**src/rtl/conv_pkg.sv**
```systemverilog
// Shared types and helpers for the convolution sequencer and its MAC datapath.
package conv_pkg;

    localparam int PIPE_LAT_DEF = 2;

    typedef enum logic [2:0] {
        IDLE,
        RUN,
        DRAIN,
        OUT,
        DONE
    } conv_state_e;

    // Tag carried alongside each issued tap through the read/product pipeline.
    typedef struct packed {
        logic valid;
        logic first;
    } pipe_tag_t;

    function automatic int clog2_min1(input int v);
        return (v <= 2) ? 1 : $clog2(v);
    endfunction

endpackage

```
**src/rtl/conv_pipe_delay.sv**
```systemverilog
// Fixed-depth shift register; stage[k] is the input as it was k cycles earlier.
module conv_pipe_delay #(
    parameter int DEPTH = 2,
    parameter int W     = 2
) (
    input  logic                   clk,
    input  logic                   reset_n,
    input  logic [W-1:0]           din,
    output logic [DEPTH:1][W-1:0]  stage
);

    always_ff @(posedge clk or negedge reset_n) begin
        if (!reset_n) begin
            stage <= '0;
        end else begin
            stage[1] <= din;
            for (int i = 2; i <= DEPTH; i++) begin
                stage[i] <= stage[i-1];
            end
        end
    end

endmodule

```
**src/rtl/conv_seq_ctrl.sv**
```systemverilog
// Walks X-memory / F-ROM addresses for each convolution output and drives the
// MAC enables in step with the datapath pipeline, then hands the result out.
module conv_seq_ctrl
    import conv_pkg::*;
#(
    parameter int N        = 128,
    parameter int M        = 32,
    parameter int X_AW     = clog2_min1(N),
    parameter int F_AW     = clog2_min1(M),
    parameter int PIPE_LAT = PIPE_LAT_DEF
) (
    input  logic            clk,
    input  logic            reset_n,
    input  logic            conv_start,
    input  logic            m_ready_y,
    output logic [X_AW-1:0] xmem_addr,
    output logic [F_AW-1:0] fmem_addr,
    output logic            en_mult,
    output logic            en_accum,
    output logic            clr_accum,
    output logic            m_valid_y,
    output logic            conv_done,
    output logic            busy
);

    localparam int              DW       = clog2_min1(PIPE_LAT + 1);
    localparam int              TW       = $bits(pipe_tag_t);
    localparam logic [F_AW-1:0] TAP_LAST = F_AW'(M - 1);
    localparam logic [X_AW-1:0] OUT_LAST = X_AW'(N - M);

    if (N < M || M < 1 || PIPE_LAT < 1) begin : g_param_check
        $error("conv_seq_ctrl: requires N >= M >= 1 and PIPE_LAT >= 1");
    end

    conv_state_e            state, state_n;
    logic [X_AW-1:0]        out_idx, out_idx_n;
    logic [X_AW-1:0]        x_ptr, x_ptr_n;
    logic [F_AW-1:0]        tap, tap_n;
    logic [DW-1:0]          drain_cnt, drain_n;
    logic                   armed;
    logic                   m_valid_q, conv_done_q;
    pipe_tag_t              push, tag_mult, tag_acc;
    logic [PIPE_LAT:1][TW-1:0] stage;

    always_comb begin
        state_n   = state;
        out_idx_n = out_idx;
        x_ptr_n   = x_ptr;
        tap_n     = tap;
        drain_n   = drain_cnt;
        case (state)
            IDLE: begin
                if (conv_start && armed) begin
                    out_idx_n = '0;
                    x_ptr_n   = '0;
                    tap_n     = '0;
                    state_n   = RUN;
                end
            end
            RUN: begin
                // Hold the last tap so addresses stay frozen through DRAIN/OUT.
                if (tap == TAP_LAST) begin
                    drain_n = DW'(PIPE_LAT);
                    state_n = DRAIN;
                end else begin
                    tap_n   = tap + F_AW'(1);
                    x_ptr_n = x_ptr + X_AW'(1);
                end
            end
            DRAIN: begin
                if (drain_cnt == DW'(1)) state_n = OUT;
                else                     drain_n = drain_cnt - DW'(1);
            end
            OUT: begin
                if (m_ready_y) begin
                    if (out_idx == OUT_LAST) begin
                        state_n = DONE;
                    end else begin
                        out_idx_n = out_idx + X_AW'(1);
                        x_ptr_n   = out_idx + X_AW'(1);
                        tap_n     = '0;
                        state_n   = RUN;
                    end
                end
            end
            DONE:    state_n = IDLE;
            default: state_n = IDLE;
        endcase
    end

    always_ff @(posedge clk or negedge reset_n) begin
        if (!reset_n) begin
            state       <= IDLE;
            out_idx     <= '0;
            x_ptr       <= '0;
            tap         <= '0;
            drain_cnt   <= '0;
            m_valid_q   <= 1'b0;
            conv_done_q <= 1'b0;
        end else begin
            state       <= state_n;
            out_idx     <= out_idx_n;
            x_ptr       <= x_ptr_n;
            tap         <= tap_n;
            drain_cnt   <= drain_n;
            m_valid_q   <= (state_n == OUT);
            conv_done_q <= (state_n == DONE);
        end
    end

    // A held-high start level must drop before it can launch another vector.
    always_ff @(posedge clk or negedge reset_n) begin
        if (!reset_n)         armed <= 1'b1;
        else if (conv_done_q) armed <= 1'b0;
        else if (!conv_start) armed <= 1'b1;
    end

    always_comb begin
        push.valid = (state == RUN);
        push.first = (state == RUN) && (tap == '0);
    end

    conv_pipe_delay #(
        .DEPTH (PIPE_LAT),
        .W     (TW)
    ) u_pipe (
        .clk     (clk),
        .reset_n (reset_n),
        .din     (push),
        .stage   (stage)
    );

    assign tag_mult  = pipe_tag_t'(stage[1]);
    assign tag_acc   = pipe_tag_t'(stage[PIPE_LAT]);
    assign en_mult   = tag_mult.valid;
    assign en_accum  = tag_acc.valid;
    assign clr_accum = tag_acc.first;

    assign xmem_addr = x_ptr;
    assign fmem_addr = tap;
    assign m_valid_y = m_valid_q;
    assign conv_done = conv_done_q;
    assign busy      = (state != IDLE);

endmodule

```
**config.mk**
```make
export PLATFORM = sky130hd
export DESIGN_NAME = conv_seq_ctrl
export DESIGN_NICKNAME = d
export VERILOG_FILES = /design/src/rtl/conv_pkg.sv /design/src/rtl/conv_pipe_delay.sv /design/src/rtl/conv_seq_ctrl.sv
export SDC_FILE = /design/constraint.sdc
export NUM_CORES = 1
export LEC_CHECK = 0
export CAP_MARGIN = 20
export CORE_UTILIZATION = 55
export DETAILED_ROUTE_END_ITERATION = 8
export PLACE_DENSITY = 0.82
export SLEW_MARGIN = 10
export SYNTH_ARGS = -nofsm -noshare
export SYNTH_HDL_FRONTEND = slang
export SYNTH_HIERARCHICAL = 1
export SYNTH_SLANG_ARGS = --single-unit
```
**constraint.sdc**
```tcl
create_clock -name clk -period 3.05 [get_ports clk]
set_clock_uncertainty 0.2 [all_clocks]
set_input_delay 0.305 -clock clk [delete_from_list [all_inputs] [get_ports clk]]
set_output_delay 0.305 -clock clk [all_outputs]
set_load 0.01 [all_outputs]
```
==> metrics.csv, run 1 <==
metric;value;unit
Final period util;78.4;%
CP endpoint kind;flip-flop;
area leader, netlist;dfrtp_1;
area share of fa/ha/maj cells after synthesis;5.24;%
distinct cell type count after synthesis;42;
main combinational cell family by area after synthesis;simple AND/OR/NAND/NOR gates;
Area Overhead vs Synth;16.8;%
startpoint types;flip-flop;
Synth Cell Area;1670;sq um
Iteration-0 DRC Markers;63;
non-filler cells in the finished layout;227;
most frequent cell after synthesis;dfrtp_1;
Critical Path Fanout Max;24;
Setup Buffers After CTS;0;
gr usage total;23.5;%
final hold violations;0;
CTS tree;built;
# fillers;222;
Reg2Reg Setup Slack;0.66;ns
post-synthesis sequential area ratio;46.5;%
dpl ws;0.694;ns
port buffer count;21;
antenna violations before repair;0;
EDFF count, synth;0;
Routed WL per cell;14.7;um
worst hold slack;0.145;ns
RSZ-0062 raised after global routing;no;
Cell Chain, Critical Path;ha_1 -> and3_1 -> ha_1 -> a21oi_1 -> o21ai_2 -> or3_1 -> a21oi_1;
Final nets;206;
final setup vio count;0;
Worst Slack Setup Final;0.658;ns
# diodes;0;
initial core utilization;59.1;%
Tmin final;2.39;ns
Synth Register Bits;31;
Synth Instances;171;
DIE AREA;3260;sq um
CP arrival;2.46;ns
XOR/XNOR Fraction of Synth Area;2.62;%
most frequent cells after synthesis;30 x dfrtp_1, 18 x nor2_1, 13 x nand2_1;
Crit Path Class;flip-flop to flip-flop;
hold buffers post-CTS;0;
CP bufs+invs;0;
mux cell area share after synthesis;4.49;%
H-tree depth;2;
share of layout cells above drive strength 1;12.2;%
final wirelength;3.33;mm
Site Rows;19;
Peak VDD IR;443;uV
# DRC;0;
Final GP Congestion;0.830;
syn avg cell area;9.78;sq um
P per Cell Area;709;nW/um^2
CTS buffer count;5;
setup tns final;0;ns
first-pass GRT wire length;5.80;mm
complex-gate fraction of the synthesized area;15.9;%
Die Wd;57.1;um
top_reg_cell synth;dfrtp_1;
Worst-Margin Slew;0.791;ns
vias post-DR;1353;
CP max stage cell;dfrtp_1;
Syn. warnings;6;
Max Cap Viol;0;
total grt overflow;0;
Simple-Gate Fraction of Synth Area;21.1;%
Resized cells post-CTS;0;
clk slew on worst S/H paths;0.09;ns
Ports;22;
Async SR Flop Fraction;100;%
Leak Pwr;0.000875;uW
vias per cell;5.96;
Hold WC Path Type;input port to asynchronous set/reset pin;
antenna viol nets, final;0;
status;complete, no violations;
Final Max Slew Viols;0;
root buffer cell;clkbuf_4;
Clk Latency, worst-skew pair;0.34;ns
die height;57.1;um
Max stage delay on crit path;0.45;ns
DPL Wire Length;2.35;mm
Cells after DPL;219;
Core Box Area;2830;sq um
Relative slew margins;47.3;%
largest net degree at the start of global routing;32;
vias in the first global route;1345;
Synth area leaders;dfrtp_1 45%, ha_1 5.2%, mux2_4 4.5%;
Max Root-Sink Buffers;2;
area fraction of the dominant cell type after synthesis;44.9;%
Final Power;1390;uW
first-pass iteration count of the detailed router;4;
syn_nets;182;
critical path's top delay family;compound AO/OA/AOI/OAI gates;
maximum clock rate;0.418;GHz
Sink Count;31;
Worst Path Required;3.11;ns
==> cell families after synthesis <==
family | count (synthesis)
AOI/OAI and AO/OA | 39
xor gates and xnor gates | 5
adders and majority gates | 7
DFF | 31
and+or+nand+nor | 67
buffers and inverters | 17
muxes | 5
==> worst reg2reg max path, stage by stage (launching register included) <==
cell and delay (ns):
dfrtp_1 0.45, ha_1 0.23, and3_1 0.18, ha_1 0.20, a21oi_1 0.23, o21ai_2 0.27
or3_1 0.42, a21oi_1 0.14
==> state kept, by name, summed over array words and instances (netlist names) <==
register / cells
u_pipe/stage: 4
conv_done: 1
armed: 1
state: 3
xmem_addr: 7
m_valid_y: 1
fmem_addr: 5
drain_cnt: 2
out_idx: 7
==> area by class of cell <==
class	count	area, sq um	area share, %
tap	31	38.8	1.99
sequential	31	777	39.8
multi-input combinational	123	825	42.2
clock buffer	7	45.0	2.31
inverter	12	45.0	2.31
clock inverter	1	5.00	0.256
timing repair buffer	22	218	11.1
==> metal layers <==
metal | wire, um | vias up | track usage, %
met3 | 208 | 9 | 6.80
met2 | 1600 | 48 | 36.5
met4 | 65 | 0 | 12.2
met1 | 1460 | 651 | 30.0
met5 | 0 | - | 0
li1 | - | 645 | -
==> placed cells by master (no fill, tap or decap), types with 2 or more instances in the layout <==
master and n:
a21oi_1 9, nand3b_1 2, nand2_1 13, a31oi_1 2
nor2b_1 3, or3_1 3, o21ai_0 12, dfrtp_1 30
xnor2_1 3, ha_1 7, xor2_1 2, nand3_1 6
clkdlybuf4s50_1 21, nor2_1 18, o22ai_1 2, o32a_1 2
clkbuf_1 2, mux2_4 5, o21ai_1 2, and3_1 5
and2_1 3, inv_1 11, nor3b_1 2, nand2_2 2
clkbuf_4 5, o41ai_1 2, nor3_1 3
==> metrics by stage <==
stage                     utilization (%)  cell area, sq um
after floorplan                         -              1670
after global placement               67.3              1900
after detailed placement             67.3              1900
after CTS                            69.0              1950
after global routing                 69.0              1950
final                                69.0              1950
==> final timing paths <==
| check | endpoint | depth (start not counted) | from |
|---|---|---|---|
| min in group clk | u_pipe/stage[2] | 0 | u_pipe/stage[0] |
| max reg2reg | fmem_addr[3] | 7 | fmem_addr[0] |
| max in group asynchronous | armed | 2 | reset_n |
| min | u_pipe/stage[2] | 2 | reset_n |
| max | fmem_addr[3] | 7 | fmem_addr[0] |
| min reg2reg | u_pipe/stage[2] | 0 | u_pipe/stage[0] |
==> where the power goes <==
group	total (uW)	switching, uW	internal (uW)
logic	560	302	259
clock network	227	138	89.6
registers	598	101	497
Power figures use the tool's default switching activity.
==> run 2: changes to the inputs <==
--- a/config.mk
+++ b/config.mk
@@ -6,9 +6,9 @@
 export NUM_CORES = 1
 export LEC_CHECK = 0
 export CAP_MARGIN = 20
-export CORE_UTILIZATION = 55
+export CORE_UTILIZATION = 54
 export DETAILED_ROUTE_END_ITERATION = 8
-export PLACE_DENSITY = 0.82
+export PLACE_DENSITY = 0.8
 export SLEW_MARGIN = 10
 export SYNTH_ARGS = -nofsm -noshare
 export SYNTH_HDL_FRONTEND = slang
==> constraint.sdc (replaced) <==
create_clock -name clk -period 2.4 [get_ports clk]
set_clock_uncertainty 0.2 [all_clocks]
set_input_delay 0.24 -clock clk [delete_from_list [all_inputs] [get_ports clk]]
set_output_delay 0.24 -clock clk [all_outputs]
set_load 0.01 [all_outputs]
==> metrics.csv, run 2 (synthesis results as in run 1) <==
metric;value;unit;change
port buffer count;21;;unchanged
initial core utilization;58.6;%;was 59.1%
commonest non-fill, non-tap cell in the layout;dfrtp_1;;unchanged
Crit Path Class;flip-flop to output pin;;was flip-flop to flip-flop
CP endpoint kind;output pin;;was flip-flop
Final Max Slew Viols;0;;unchanged
clk slew on worst S/H paths;0.09;ns;about the same
# DRC;1;;was 0
CP Capture Point;busy;;was fmem_addr[3]
combinational power share;40.9;%;was 40.4%
CTS tree;built;;unchanged
setup tns final;0;ns;unchanged
Cells after DPL;220;;was 219
Relative slew margins;67.0;%;was 47.3%
DPL Wire Length;2.50;mm;was 2.35 mm
CTS buffer count;5;;unchanged
Worst-Margin Slew;0.495;ns;was 0.791 ns
Critical R2R Launch;fmem_addr[0];;unchanged
first-pass GRT wire length;5.81;mm;was 5.80 mm
RSZ-0062 raised after global routing;no;;unchanged
Setup Buffers After CTS;0;;unchanged
maximum clock rate;0.445;GHz;
Critical Path Fanout Max;14;;was 24
DIE AREA;3320;sq um;was 3260 sq um
final wirelength;3.39;mm;was 3.33 mm
first-pass iteration count of the detailed router;6;;was 4
Worst R2R Path Depth;8;;was 7
Routed WL per cell;14.9;um;was 14.7 um
# diodes;0;;unchanged
Max Cap Viol;0;;unchanged
Iteration-0 DRC Markers;77;;was 63
Tmin final;2.25;ns;
Peak VDD IR;556;uV;was 443 uV
clock network fraction of design power;16.0;%;was 16.4%
Max Root-Sink Buffers;2;;unchanged
antenna violations before repair;0;;unchanged
Final GP Congestion;0.819;;was 0.830
Hold WC Path Type;input port to asynchronous set/reset pin;;unchanged
CP arrival;1.81;ns;was 2.46 ns
root buffer cell;clkbuf_4;;unchanged
internal power;1090;uW;was 845 uW
Worst Path Required;1.96;ns;was 3.11 ns
Final period util;93.6;%;
startpoint types;flip-flop;;unchanged
vias post-DR;1307;;was 1353
status;finished, violations left;;was complete, no violations
Core Box Area;2850;sq um;was 2830 sq um
antenna viol nets, final;0;;unchanged
Site Rows;19;;unchanged
Leak Pwr;0.000880;uW;was 0.000875 uW
Clk Latency, worst-skew pair;0.32;ns;was 0.34 ns
worst hold slack;0.0996;ns;was 0.145 ns
total grt overflow;0;;unchanged
FF-to-FF End;xmem_addr[2];;was fmem_addr[3]
vias per cell;5.73;;was 5.96
Setup crit start;state[0];;was fmem_addr[0]
P per Cell Area;901;nW/um^2;was 709 nW/um^2
final setup vio count;0;;unchanged
Ports;22;;unchanged
gr usage total;23.2;%;was 23.5%
largest net degree at the start of global routing;32;;unchanged
Die Wd;57.6;um;was 57.1 um
vias in the first global route;1259;;was 1345
Final nets;207;;was 206
switching share of power;38.7;%;was 39.0%
Psw;684;uW;was 541 uW
Reg2Reg Setup Slack;0.16;ns;was 0.66 ns
die height;57.6;um;was 57.1 um
share of layout cells above drive strength 1;13.2;%;was 12.2%
non-filler cells in the finished layout;228;;was 227
Sink Count;31;;unchanged
Seq pwr share;43.1;%;was 43.2%
most frequent cells in the layout;30 x dfrtp_1, 21 x clkdlybuf4s50_1, 18 x nor2_1;;unchanged
failing checks;design-rule violations;;
final hold violations;0;;unchanged
H-tree depth;2;;unchanged
Area Overhead vs Synth;17.5;%;was 16.8%
==> run 2: critical path, cell delays in order, from the launching register on <==
cell	delay, ns
dfrtp_1	0.55
or3_1	0.45
clkdlybuf4s50_1	0.49
==> run 2: area by class of cell <==
class	instances	area, sq um
fill	222	888
multi-input combinational	123	828
sequential	31	777
timing repair buffer	23	225
clock buffer	7	45.0
inverter	12	45.0
tap	31	38.8
clock inverter	1	5.00
==> run 2: through the flow <==
step	instance area [sq um]	worst slack [ns]	total power [uW]	util [%]
after floorplan	1670	0.310	1210	-
after global placement	1910	0.268	1460	67.0
after detailed placement	1910	0.114	1500	67.0
after CTS	1960	0.0961	1780	68.7
after global routing	1960	0.0315	1900	68.9
final	1960	0.153	1770	68.9
==> run 2: how the worst min path moves through the flow <==
stage,start,endpoint
2_1_floorplan,reset_n,conv_done
3_3_place_gp,u_pipe/stage[0],u_pipe/stage[2]
3_5_place_dp,u_pipe/stage[0],u_pipe/stage[2]
4_1_cts,reset_n,u_pipe/stage[2]
5_1_grt,reset_n,drain_cnt[1]
6_report,reset_n,drain_cnt[0]
==> run 2: per-layer routing <==
layer  global-route usage, %  part of all wire (%)  vias to the layer above
li1                        -                     -                      645
met1                    29.1                    44                      620
met2                    38.4                    50                       40
met3                    6.47                   4.9                        2
met4                    8.71                  0.53                        0
met5                       0                     0                        -
==> run 2: what timing repair did <==
action                                  4_1_cts  5_1_grt
hold buffers                                  0        0
resized for setup                             0        1
endpoints found under the setup margin        0        3
==> run 2: power groups by stage <==
| stage | logic [uW] | registers, uW | clock network [uW] |
|---|---|---|---|
| detailed placement | 728 | 771 | 0 |
| floorplan | 455 | 756 | 0 |
| finish | 724 | 763 | 283 |
| global route | 804 | 783 | 313 |
| global placement | 701 | 757 | 0 |
| CTS | 730 | 760 | 289 |
